===== config.mk =====
export PLATFORM = sky130hd
export DESIGN_NAME = bnn_seq_core
export DESIGN_NICKNAME = d
export VERILOG_FILES = /design/src/rtl/bnn_seq_core.sv
export SDC_FILE = /design/constraint.sdc
export NUM_CORES = 1
export LEC_CHECK = 0
export BUFFER_PORTS_ARGS = -buffer_cell sky130_fd_sc_hd__buf_2
export CAP_MARGIN = 20
export CORE_MARGIN = 5
export CORE_UTILIZATION = 27
export CTS_CLUSTER_SIZE = 10
export DETAILED_ROUTE_END_ITERATION = 10
export GPL_TIMING_DRIVEN = 0
export PLACE_DENSITY = 0.49
export SYNTH_ARGS = -nofsm -noshare
export SYNTH_HDL_FRONTEND = slang
export SYNTH_SLANG_ARGS = --single-unit

===== constraint.sdc =====
create_clock -name clk -period 9.8 [get_ports clk]
set_input_delay 1.96 -clock clk [delete_from_list [all_inputs] [get_ports clk]]
set_output_delay 1.96 -clock clk [all_outputs]
set_load 0.005 [all_outputs]

===== src/rtl/bnn_seq_core.sv =====
// -----------------------------------------------------------------------------
// bnn_seq_core
// Clock-serial two-layer binarised classifier with valid/ready streaming.
// A feature vector is binarised and latched when it is accepted. The core then
// evaluates PAR hidden neurons per cycle and one output class per cycle while
// keeping a running argmax. Ties go to the lowest class index.
//
// Ports
//   clk        in   rising-edge clock
//   rst        in   synchronous active-low reset
//   in_valid   in   feature vector valid
//   in_ready   out  core idle and able to accept a feature vector
//   features   in   FEAT_CNT unsigned features, feature f at [f*FEAT_BITS +: FEAT_BITS]
//   out_valid  out  prediction/score valid; held until out_ready
//   out_ready  in   consumer accepts the result
//   prediction out  winning class index
//   score      out  popcount of the winning class
// -----------------------------------------------------------------------------
module bnn_seq_core #(
   parameter int FEAT_CNT    = 128,
   parameter int FEAT_BITS   = 4,
   parameter int HIDDEN_CNT  = 40,
   parameter int CLASS_CNT   = 6,
   parameter int PAR         = 1,
   parameter int FEAT_THRESH = 2**(FEAT_BITS-1),
   parameter logic [HIDDEN_CNT*FEAT_CNT-1:0]  W1 = '0,
   parameter logic [CLASS_CNT*HIDDEN_CNT-1:0] W2 = '0
) (
   input  logic                              clk,
   input  logic                              rst,
   input  logic                              in_valid,
   output logic                              in_ready,
   input  logic [FEAT_BITS*FEAT_CNT-1:0]     features,
   output logic                              out_valid,
   input  logic                              out_ready,
   output logic [$clog2(CLASS_CNT)-1:0]      prediction,
   output logic [$clog2(HIDDEN_CNT+1)-1:0]   score
);

   localparam int SW  = $clog2(HIDDEN_CNT+1);
   localparam int PW  = $clog2(CLASS_CNT);
   localparam int FPW = $clog2(FEAT_CNT+1);
   localparam int HIW = $clog2(HIDDEN_CNT+PAR+1);
   localparam int CIW = $clog2(CLASS_CNT+1);
   // Majority threshold: ceil(FEAT_CNT/2) agreeing bits fire a hidden neuron.
   localparam logic [FPW-1:0]     MAJ = FPW'((FEAT_CNT+1)/2);
   // One extra bit so a threshold of 2**FEAT_BITS is representable.
   localparam logic [FEAT_BITS:0] THR = (FEAT_BITS+1)'(FEAT_THRESH);

   typedef enum logic [1:0] {
      IDLE   = 2'd0,
      HIDDEN = 2'd1,
      CLASS  = 2'd2,
      DONE   = 2'd3
   } state_t;

   // Number of agreeing bits between a binarised feature vector and a weight row.
   function automatic logic [FPW-1:0] pop_feat(input logic [FEAT_CNT-1:0] v);
      logic [FPW-1:0] cnt;
      cnt = {FPW{1'b0}};
      for (int i = 0; i < FEAT_CNT; i++) begin
         cnt = cnt + FPW'(v[i]);
      end
      return cnt;
   endfunction

   // Number of agreeing bits between the hidden vector and a class weight row.
   function automatic logic [SW-1:0] pop_hid(input logic [HIDDEN_CNT-1:0] v);
      logic [SW-1:0] cnt;
      cnt = {SW{1'b0}};
      for (int i = 0; i < HIDDEN_CNT; i++) begin
         cnt = cnt + SW'(v[i]);
      end
      return cnt;
   endfunction

   state_t                  state_r;
   logic [FEAT_CNT-1:0]     fb_s;
   logic [FEAT_CNT-1:0]     fb_r;
   logic [HIDDEN_CNT-1:0]   hidden_r;
   logic [HIDDEN_CNT-1:0]   hidden_nxt_s;
   int                      lane_row_s [PAR];
   logic [PAR-1:0]          lane_bit_s;
   logic [HIW-1:0]          hid_idx_r;
   logic                    hid_last_s;
   logic [CIW-1:0]          cls_idx_r;
   logic                    cls_issue_s;
   int                      cls_row_s;
   logic [SW-1:0]           cls_score_s;
   logic [SW-1:0]           pipe_score_r;
   logic [PW-1:0]           pipe_idx_r;
   logic                    pipe_vld_r;
   logic [SW-1:0]           best_score_r;
   logic [PW-1:0]           best_idx_r;
   logic                    take_s;
   logic [SW-1:0]           next_score_s;
   logic [PW-1:0]           next_idx_s;
   logic                    in_ready_r;
   logic                    out_valid_r;
   logic [PW-1:0]           prediction_r;
   logic [SW-1:0]           score_r;

   assign in_ready   = in_ready_r;
   assign out_valid  = out_valid_r;
   assign prediction = prediction_r;
   assign score      = score_r;

   // Binarise the incoming features; only latched on the accept edge.
   always_comb begin
      fb_s = {FEAT_CNT{1'b0}};
      for (int f = 0; f < FEAT_CNT; f++) begin
         fb_s[f] = ({1'b0, features[f*FEAT_BITS +: FEAT_BITS]} >= THR);
      end
   end

   // Weight row for each hidden lane; out-of-range lanes read row 0 and are
   // discarded when the hidden register is written.
   always_comb begin
      for (int p = 0; p < PAR; p++) begin
         lane_row_s[p] = ((int'(hid_idx_r) + p) < HIDDEN_CNT) ? (int'(hid_idx_r) + p) : 0;
      end
   end

   // PAR parallel hidden neurons: majority of XNOR agreement.
   always_comb begin
      lane_bit_s = {PAR{1'b0}};
      for (int p = 0; p < PAR; p++) begin
         lane_bit_s[p] = (pop_feat(~(fb_r ^ W1[lane_row_s[p]*FEAT_CNT +: FEAT_CNT])) >= MAJ);
      end
   end

   // Merge lane results into the hidden vector; lanes past HIDDEN_CNT match no neuron.
   always_comb begin
      hidden_nxt_s = hidden_r;
      for (int h = 0; h < HIDDEN_CNT; h++) begin
         for (int p = 0; p < PAR; p++) begin
            if ((int'(hid_idx_r) + p) == h) begin
               hidden_nxt_s[h] = lane_bit_s[p];
            end else begin
               hidden_nxt_s[h] = hidden_nxt_s[h];
            end
         end
      end
      hid_last_s = ((int'(hid_idx_r) + PAR) >= HIDDEN_CNT);
   end

   // Class score for the class being issued this cycle.
   always_comb begin
      cls_issue_s = (int'(cls_idx_r) < CLASS_CNT);
      cls_row_s   = cls_issue_s ? int'(cls_idx_r) : 0;
      cls_score_s = pop_hid(~(hidden_r ^ W2[cls_row_s*HIDDEN_CNT +: HIDDEN_CNT]));
   end

   // Running argmax: the class score is registered first, then compared against
   // best one cycle later. Class 0 always loads; later classes need strictly greater.
   always_comb begin
      take_s = pipe_vld_r && ((pipe_idx_r == {PW{1'b0}}) || (pipe_score_r > best_score_r));
      if (take_s) begin
         next_score_s = pipe_score_r;
         next_idx_s   = pipe_idx_r;
      end else begin
         next_score_s = best_score_r;
         next_idx_s   = best_idx_r;
      end
   end

   // Control FSM with all datapath registers and registered handshake outputs.
   always_ff @(posedge clk) begin
      if (!rst) begin
         state_r      <= IDLE;
         fb_r         <= {FEAT_CNT{1'b0}};
         hidden_r     <= {HIDDEN_CNT{1'b0}};
         hid_idx_r    <= {HIW{1'b0}};
         cls_idx_r    <= {CIW{1'b0}};
         pipe_score_r <= {SW{1'b0}};
         pipe_idx_r   <= {PW{1'b0}};
         pipe_vld_r   <= 1'b0;
         best_score_r <= {SW{1'b0}};
         best_idx_r   <= {PW{1'b0}};
         in_ready_r   <= 1'b1;
         out_valid_r  <= 1'b0;
         prediction_r <= {PW{1'b0}};
         score_r      <= {SW{1'b0}};
      end else begin
         case (state_r)
            IDLE: begin
               if (in_valid) begin
                  fb_r         <= fb_s;
                  hid_idx_r    <= {HIW{1'b0}};
                  best_score_r <= {SW{1'b0}};
                  best_idx_r   <= {PW{1'b0}};
                  pipe_vld_r   <= 1'b0;
                  in_ready_r   <= 1'b0;
                  state_r      <= HIDDEN;
               end else begin
                  in_ready_r   <= 1'b1;
               end
            end
            HIDDEN: begin
               hidden_r  <= hidden_nxt_s;
               hid_idx_r <= hid_idx_r + HIW'(PAR);
               if (hid_last_s) begin
                  cls_idx_r  <= {CIW{1'b0}};
                  pipe_vld_r <= 1'b0;
                  state_r    <= CLASS;
               end else begin
                  state_r    <= HIDDEN;
               end
            end
            CLASS: begin
               if (cls_issue_s) begin
                  pipe_score_r <= cls_score_s;
                  pipe_idx_r   <= PW'(cls_idx_r);
                  pipe_vld_r   <= 1'b1;
                  cls_idx_r    <= cls_idx_r + CIW'(1);
               end else begin
                  pipe_vld_r   <= 1'b0;
               end
               best_score_r <= next_score_s;
               best_idx_r   <= next_idx_s;
               // The pipe holds the last class once nothing is left to issue.
               if (!cls_issue_s) begin
                  prediction_r <= next_idx_s;
                  score_r      <= next_score_s;
                  out_valid_r  <= 1'b1;
                  state_r      <= DONE;
               end else begin
                  state_r      <= CLASS;
               end
            end
            DONE: begin
               if (out_ready) begin
                  out_valid_r <= 1'b0;
                  in_ready_r  <= 1'b1;
                  state_r     <= IDLE;
               end else begin
                  out_valid_r <= 1'b1;
               end
            end
            default: begin
               out_valid_r <= 1'b0;
               in_ready_r  <= 1'b1;
               state_r     <= IDLE;
            end
         endcase
      end
   end

endmodule


==> flow_summary.json, run 1 <==
{
  "hold_buffers": 0,
  "setup_viol": 0,
  "fp.dieW_um": 226.4,
  "rsz0062_at_grt": "false",
  "placed_area_mm2": 0.01412,
  "hp-class": "reg2reg",
  "timing.final.crit_share_pct": 78.29,
  "row_count": 79,
  "total_power_w": 0.006275,
  "ys_seq_area_share_pct": 33.08,
  "hp-start": "best_idx_r[1]",
  "n_antenna_cell": 0,
  "cts-resized-gates": 0,
  "synth_ff_type": "dfxtp_1",
  "post-dp-hpwl_um": 28100,
  "io_pins": 527,
  "antenna_found_initial": 0,
  "layout-drive-gt1-share_pct": 12.67,
  "gr-total-overflow": 0,
  "peakVddDrop_mv": 0.8924,
  "ys_types": 45,
  "r2r-start": "fb_r[95]",
  "postSynthAreaPerCell_um2": 8.901,
  "synth_top_area_share_pct": 33.08,
  "grt_max_degree": 14,
  "cp-end-kind": "flop",
  "coreArea_mm2": 0.04646,
  "num-nets-final": 2300,
  "drtPass1Iterations": 5,
  "yosysTopAreaCell": "dfxtp_1",
  "h-tree-depth": 1,
  "fmax_mhz": 130.3,
  "p_per_area_mw_per_mm2": 422.4,
  "crit_path_start_kind": "flop",
  "grt_pass1_wl_um": 54860,
  "synth_edf_count": 0,
  "critical_path_required_ps": 10190,
  "clkTransAtPathRegs_ps": 60,
  "drc": 0,
  "fp.dieH_um": 226.4,
  "fin_skew_ps": 18.40,
  "cts_setup_buffers": 0,
  "initial_utilization_pct": 27.23,
  "seqCellArea_mm2": 0.004184,
  "syn_nets": 2130,
  "final_common_cell": "nand2_1",
  "crit_type": "reg2reg",
  "stdcell_area_mm2": 0.01486,
  "area_growth_pct": 17.45,
  "cts_made_buffers": 26,
  "netlist_area_mm2": 0.01265,
  "cap_viol_max_count": 0,
  "cts_sinks": 209,
  "tritoncts": "built",
  "port_buffers": 142,
  "multi_input_area_mm2": 0.007223,
  "hold_violations": 0,
  "final_cell_mix": "322 x nand2_1, 240 x inv_1, 209 x dfxtp_1, 159 x buf_2, 146 x fa_1",
  "gp_congestion": 0.7937,
  "cts-root-buf": "clkbuf_16",
  "wl_per_cell_um": 15.74,
  "routed_wl_um": 34770,
  "worstHoldPathCells": 2,
  "yosysWarnings": 0,
  "drt_iter0_drc": 423,
  "final_antenna_net_count": 0,
  "outcome": "finished clean",
  "hold_ws_ps": 455.3,
  "critPathArrivalTime_ps": 8060,
  "leakage_nw": 5.924,
  "grt_util_all_layers_pct": 13.71,
  "clkLatencyLatePin_ps": 550,
  "synthCells": 1421,
  "post-route-min-period_ps": 7673,
  "fin_setup_tns_ps": 0,
  "vias": 9417,
  "r2r_end": "hidden_r[7]",
  "yosys-top-cells-area": "dfxtp_1 33%, fa_1 23%, nand2_1 9.6%, a21boi_0 8.0%, inv_1 7.1%",
  "reg2reg_slack_ps": 2130,
  "min_to": "best_idx_r[1]",
  "die_area_mm2": 0.05128,
  "slew_headroom_pct": 41.27,
  "cts_buffer_depth": 3,
  "critPathMaxFanout": 10,
  "async_reset_ff_share_pct": 0,
  "final_max_slew_viol_count": 0,
  "worstMarginPinSlew_ps": 881.0,
  "grt_pass1_vias": 9868,
  "fillers": 4941,
  "synth-seq-cells": 209,
  "vias_per_cell": 4.263,
  "reg2reg_depth": 25
}
==> cell families after synthesis <==
logic type | count (synthesis) | share of synthesized area (%)
AO/OA/AOI/OAI | 274 | 14.54
buffers and inverters | 317 | 9.813
XOR/XNOR | 3 | 0.2078
flip-flops | 209 | 33.08
multiplexers | 18 | 1.424
AND/OR/NAND/NOR | 407 | 13.18
adder cells (fa/ha/maj) | 193 | 27.76
==> through the flow <==
step	utilization, %	std cells	setup slack [ps]
after global routing	31.98	2209	1835
after CTS	31.98	2209	2066
after floorplan	-	1421	2853
after global placement	30.39	2170	2147
after detailed placement	30.39	2170	2093
final	31.98	2209	2127
==> power breakdown <==
part	switching (W)	leakage (nW)	internal [W]
Combinational	0.00269	3.86	0.00182
Clock	0.000368	0.357	0.000498
Sequential	0.0000211	1.70	0.000883
Total	0.00308	5.92	0.00320
==> how the worst max path moves through the flow <==
stage	startpoint	to	slack, ps	cells past startpoint
floorplan	fb_r[95]	hidden_r[27]	2850	25
global placement	fb_r[95]	hidden_r[2]	2150	25
detailed placement	fb_r[95]	hidden_r[16]	2090	25
CTS	fb_r[95]	hidden_r[1]	2070	25
global route	fb_r[95]	hidden_r[11]	1830	25
finish	fb_r[95]	hidden_r[7]	2130	25
==> cells in the mapped netlist, types with 2 or more instances <==
cell,instances
dfxtp_1,209
buf_1,4
nand3b_1,2
nand2b_1,4
buf_2,17
nor2_1,40
ha_1,47
fa_1,146
xnor2_1,2
nand4_1,2
nand2_1,322
o221a_2,5
and2_1,4
a21oi_1,44
a211oi_1,3
a31oi_1,16
o21a_1,3
nand3_1,7
nor2b_1,11
a21o_1,16
inv_1,240
o21bai_1,2
o21ai_0,45
nor3_1,5
mux2i_1,18
clkbuf_1,50
and3_1,2
buf_6,2
buf_4,4
a21boi_0,134
==> final cells by class <==
type | count | share of cell area (%)
repair buffers | 142 | 4.784
flip-flops and latches | 209 | 28.16
plain buffers | 77 | 2.291
clock buffers | 37 | 4.792
multi-input cells | 895 | 48.62
inverters | 240 | 6.064
clock inverters | 2 | 0.1684
well taps | 607 | 5.112
==> per-layer routing <==
layer | GRT usage, % | routed length (um)
met5 | 0 | 0
met1 | 20.16 | 17410
met2 | 21.51 | 15180
met3 | 1.631 | 1351
met4 | 3.513 | 828
==> registers in the layout (all words and copies together), names as in the netlist, 3 cells and up, named ones only <==
register and cells:
prediction 3, pipe_score_r 6, best_idx_r 3, fb_r 128
hidden_r 40, best_score_r 6, cls_idx_r 3, pipe_idx_r 3
hid_idx_r 6, score 6
==> worst max-delay path, cell delays in order, from the launching register on <==
cell and delay (ps):
dfxtp_1 330, inv_1 60, fa_1 520, inv_1 50, fa_1 500, inv_1 60
fa_1 560, inv_1 80, fa_1 480, inv_1 50, fa_1 500, inv_1 60
fa_1 470, inv_1 50, fa_1 520, fa_1 430, fa_1 520, fa_1 420
ha_1 230, fa_1 370, nand2_1 90, o21bai_1 60, a21oi_1 150, o221a_2 260
clkbuf_1 520, a21oi_1 150
No activity file was read; power rests on OpenSTA's default activity.
==> inputs of run 2 (changes only) <==
==> constraint.sdc (replaced) <==
create_clock -name clk -period 7.7 [get_ports clk]
set_input_delay 1.54 -clock clk [delete_from_list [all_inputs] [get_ports clk]]
set_output_delay 1.54 -clock clk [all_outputs]
set_load 0.005 [all_outputs]
==> flow_summary.json, run 2 (synthesis gave the netlist of run 1 again) <==
{
  "top_register": "fb_r",
  "clkLatencyLatePin_ps": 550,
  "reg_top3": "fb_r (128), hidden_r (40)",
  "grt_pass1_vias": 9868,
  "die_area_mm2": 0.05128,
  "drtPass1Iterations": 4,
  "fillers": 4940,
  "timing.final.crit_share_pct": 96.31,
  "cts_made_buffers": 26,
  "num-nets-final": 2300,
  "fin_skew_ps": 16.64,
  "critPathArrivalTime_ps": 7820,
  "h-tree-depth": 1,
  "cp-end-kind": "flop",
  "setup_viol": 0,
  "crit_path_start_kind": "flop",
  "slowest_stage": "fa_1",
  "multi_input_area_mm2": 0.007223,
  "worstMarginPinSlew_ps": 874.9,
  "port_buffers": 142,
  "cts_setup_buffers": 0,
  "peakVddDrop_mv": 1.149,
  "seqCellArea_mm2": 0.004184,
  "gp_congestion": 0.7937,
  "cts_buffer_depth": 3,
  "antenna_found_initial": 0,
  "critPathMaxStageDelay_ps": 560,
  "finalNonFillerCells": 2209,
  "hp-class": "reg2reg",
  "n_antenna_cell": 0,
  "slew_headroom_pct": 41.67,
  "grt_pass1_wl_um": 54860,
  "final_common_cell": "nand2_1",
  "final_antenna_net_count": 0,
  "clkTransAtPathRegs_ps": 60,
  "drc": 0,
  "outcome": "finished clean",
  "grt_max_degree": 14,
  "largest_register_ffs": 128,
  "hold_violations": 0,
  "grt_util_all_layers_pct": 13.71,
  "initial_utilization_pct": 27.23,
  "coreArea_mm2": 0.04646,
  "wl_per_cell_um": 15.75,
  "fin_util_pct": 31.99,
  "crit_type": "reg2reg",
  "row_count": 79,
  "post-dp-hpwl_um": 28100,
  "vias_per_cell": 4.270,
  "tritoncts": "built",
  "fmax_mhz": 134.9,
  "final_max_slew_viol_count": 0,
  "cap_viol_max_count": 0,
  "drt_iter0_drc": 413,
  "critical_path_required_ps": 8110,
  "fp.dieH_um": 226.4,
  "path_common_cell": "fa_1",
  "final_cell_mix": "322 x nand2_1, 240 x inv_1, 209 x dfxtp_1, 160 x buf_2, 146 x fa_1",
  "placed_cells": 2170,
  "total_power_w": 0.008565,
  "post-route-min-period_ps": 7416,
  "cts_sinks": 209,
  "io_pins": 527,
  "critPathMaxFanout": 10,
  "rsz0062_at_grt": "false",
  "p_per_area_mw_per_mm2": 576.4,
  "cts-root-buf": "clkbuf_16",
  "area_growth_pct": 17.49,
  "fp.dieW_um": 226.4,
  "gr-total-overflow": 0,
  "layout-drive-gt1-share_pct": 12.92,
  "vias": 9432,
  "leakage_nw": 5.937,
  "routed_wl_um": 34790
}
[run 2: changes by cell type in the layout (fill, tap and decap cells not counted)]
cell      change
buf_2         +1
clkbuf_1      -4
clkbuf_2      +3
[run 2: layout make-up]
type / count / area share [%]
tap: 607 / 5.111
clock buffer: 37 / 4.791
buffer: 77 / 2.324
multi-input combinational: 895 / 48.61
inverter: 240 / 6.062
sequential: 209 / 28.16
timing repair buffer: 142 / 4.782
clock inverter: 2 / 0.1684
[run 2: layer usage]
metal  GRT usage, %  vias up  share of wire [%]  routed length, um
met2          21.51      173                 44              15180
met1          20.16     4477                 50              17400
li1               -     4743                  -                  -
met5              0        -                  0                  0
met3          1.631       39                4.0               1380
met4          3.513        0                2.4                826
[run 2: power by group]
part / internal, W / leakage, nW / switching [W] / total, W
Clock: 0.000634 / 0.357 / 0.000467 / 0.00110
Combinational: 0.00247 / 3.88 / 0.00384 / 0.00631
Sequential: 0.00112 / 1.70 / 0.0000269 / 0.00115
[run 2: stage by stage]
step                hold WS (ps)  TNS [ps]  setup slack (ps)  area [um2]
finish                     455.3         0             284.4       14860
global route               472.4         0             4.662       14860
detailed placement         447.7    -9.907            -7.111       14120
CTS                        457.0         0             4.214       14860
global placement           443.5         0             47.28       14120
floorplan                  434.1         0             753.0       12650
[run 2: timing repair]
item,4_1_cts,5_1_grt
setup endpoints to repair,6,30
hold buffers,0,0
gates resized for setup,1,7
[run 2: worst paths after layout]
| check | start | to | slack (ps) | cells past startpoint |
|---|---|---|---|---|
| hold reg to reg | best_idx_r[1] | best_idx_r[1] | 460 | 2 |
| setup / recovery | fb_r[95] | hidden_r[7] | 280 | 25 |
| hold / removal | best_idx_r[1] | best_idx_r[1] | 460 | 2 |
| setup reg to reg | fb_r[95] | hidden_r[7] | 280 | 25 |
[run 2: worst max-delay path: cells and delay by family, from the launching register on]
family	cells	cell delay (ps)
and+or+nand+nor	1	90
DFF	1	330
buffers and inverters	8	720
AOI/OAI and AO/OA	4	600
adders and majority gates	12	5520
==> inputs of run 3 (changes only) <==
--- a/config.mk
+++ b/config.mk
@@ -13,6 +13,7 @@
 export DETAILED_ROUTE_END_ITERATION = 10
 export GPL_TIMING_DRIVEN = 0
 export PLACE_DENSITY = 0.49
+export SETUP_SLACK_MARGIN = 0.4
 export SYNTH_ARGS = -nofsm -noshare
 export SYNTH_HDL_FRONTEND = slang
 export SYNTH_SLANG_ARGS = --single-unit
==> flow_summary.json, run 3 (synthesis gave the netlist of run 1 again) <==
{
  "outcome": "finished clean",
  "fin_skew_ps": 19.53,
  "critPathMaxStageDelay_ps": 560,
  "critPathMaxFanout": 10,
  "antenna_found_initial": 0,
  "fillers": 4929,
  "slew_headroom_pct": 42.00,
  "final_cell_mix": "321 x nand2_1, 234 x inv_1, 205 x dfxtp_1, 159 x buf_2, 143 x fa_1",
  "num-nets-final": 2305,
  "reg_top3": "fb_r (128), hidden_r (40)",
  "crit_buf_inv": 9,
  "cts_buffer_depth": 3,
  "vias_per_cell": 4.274,
  "gp_congestion": 0.7937,
  "hold_violations": 0,
  "fp.dieW_um": 226.4,
  "setup_viol": 0,
  "final_antenna_net_count": 0,
  "final_common_cell": "nand2_1",
  "critPathTopFamily": "adder cells",
  "rsz0062_at_grt": "true",
  "crit_path_start_kind": "flop",
  "n_antenna_cell": 0,
  "seqCellArea_mm2": 0.004189,
  "grt_max_degree": 14,
  "timing.final.ws_setup_ps": 432.9,
  "top_register": "fb_r",
  "crit_type": "reg2reg",
  "slowest_stage": "fa_2",
  "hp-class": "reg2reg",
  "wl_per_cell_um": 15.84,
  "area_growth_pct": 18.91,
  "critical_path_required_ps": 8160,
  "drtPass1Iterations": 5,
  "fp.dieH_um": 226.4,
  "vias": 9463,
  "final_max_slew_viol_count": 0,
  "grt_pass1_vias": 9910,
  "multi_input_area_mm2": 0.007295,
  "gr-total-overflow": 0,
  "cts_sinks": 209,
  "clkLatencyLatePin_ps": 550,
  "drc": 0,
  "layout-drive-gt1-share_pct": 14.69,
  "path_common_cell": "fa_1",
  "drt_iter0_drc": 378,
  "routed_wl_um": 35070,
  "cap_viol_max_count": 0,
  "coreArea_mm2": 0.04646,
  "port_buffers": 142,
  "grt_util_all_layers_pct": 13.78,
  "post-dp-hpwl_um": 28100,
  "clkTransAtPathRegs_ps": 60,
  "tritoncts": "built",
  "h-tree-depth": 1,
  "cts-root-buf": "clkbuf_16",
  "pre_cts_ws_ps": -7.111,
  "die_area_mm2": 0.05128,
  "timing.final.crit_share_pct": 94.38,
  "grt_pass1_wl_um": 55130,
  "largest_register_ffs": 128,
  "critPathArrivalTime_ps": 7730,
  "cp-end-kind": "flop",
  "io_pins": 527,
  "row_count": 79,
  "fin_util_pct": 32.38,
  "post-route-min-period_ps": 7267,
  "worstMarginPinSlew_ps": 870.1,
  "fmax_mhz": 137.6,
  "initial_utilization_pct": 27.23,
  "cts_made_buffers": 26
}
[run 3: cell count changes in the layout (fill, tap and decap cells not counted), sizes merged]
cell / change
buf: +3
clkbuf: +2
[run 3: final timing paths]
check | end | startpoint | depth (start not counted) | slack (ps)
max | hidden_r[1] | fb_r[99] | 26 | 430
min | best_idx_r[1] | best_idx_r[1] | 2 | 460
max reg2reg | hidden_r[1] | fb_r[99] | 26 | 430
min reg2reg | best_idx_r[1] | best_idx_r[1] | 2 | 460
[run 3: final cells by class]
class                           count  area share [%]
Buffer                             77           2.604
Clock buffer                       37           4.733
Clock inverter                      2          0.1664
Inverter                          240           5.990
Multi-Input combinational cell    895           48.50
Sequential cell                   209           27.85
Tap cell                          607           5.049
Timing Repair Buffer              147           5.108
[run 3: per-layer routing]
layer / part of all wire, % / track usage, %
met3: 3.5 / 1.631
met1: 50 / 20.27
met2: 44 / 21.53
met5: 0 / 0
met4: 2.5 / 3.687
[run 3: timing repair]
item | in CTS | in global routing
hold buffers | 0 | 0
setup buffers | 2 | 1
cloned | 2 | 0
gates resized for setup | 17 | 24
pin swaps | 2 | 6
endpoints found under the setup margin | 40 | 40
[run 3: through the flow]
| step | TNS (ps) | hold WS [ps] | std cells | area [um2] |
|---|---|---|---|---|
| after floorplan | 0 | 434.1 | 1421 | 12650 |
| after global placement | 0 | 443.5 | 2170 | 14120 |
| after detailed placement | -9.907 | 447.7 | 2170 | 14120 |
| after CTS | 0 | 457.0 | 2213 | 14960 |
| after global routing | 0 | 472.4 | 2214 | 15040 |
| final | 0 | 455.3 | 2214 | 15040 |
[run 3: worst min-delay path, cell delays in order, from the launching register on]
cell	delay, ps
dfxtp_1	300
nand2_1	50
mux2i_1	50
Power of run 3 is left out: the tool's default activity adds up to more than one toggle a clock period on the data nets, which glitch-free logic cannot reach.
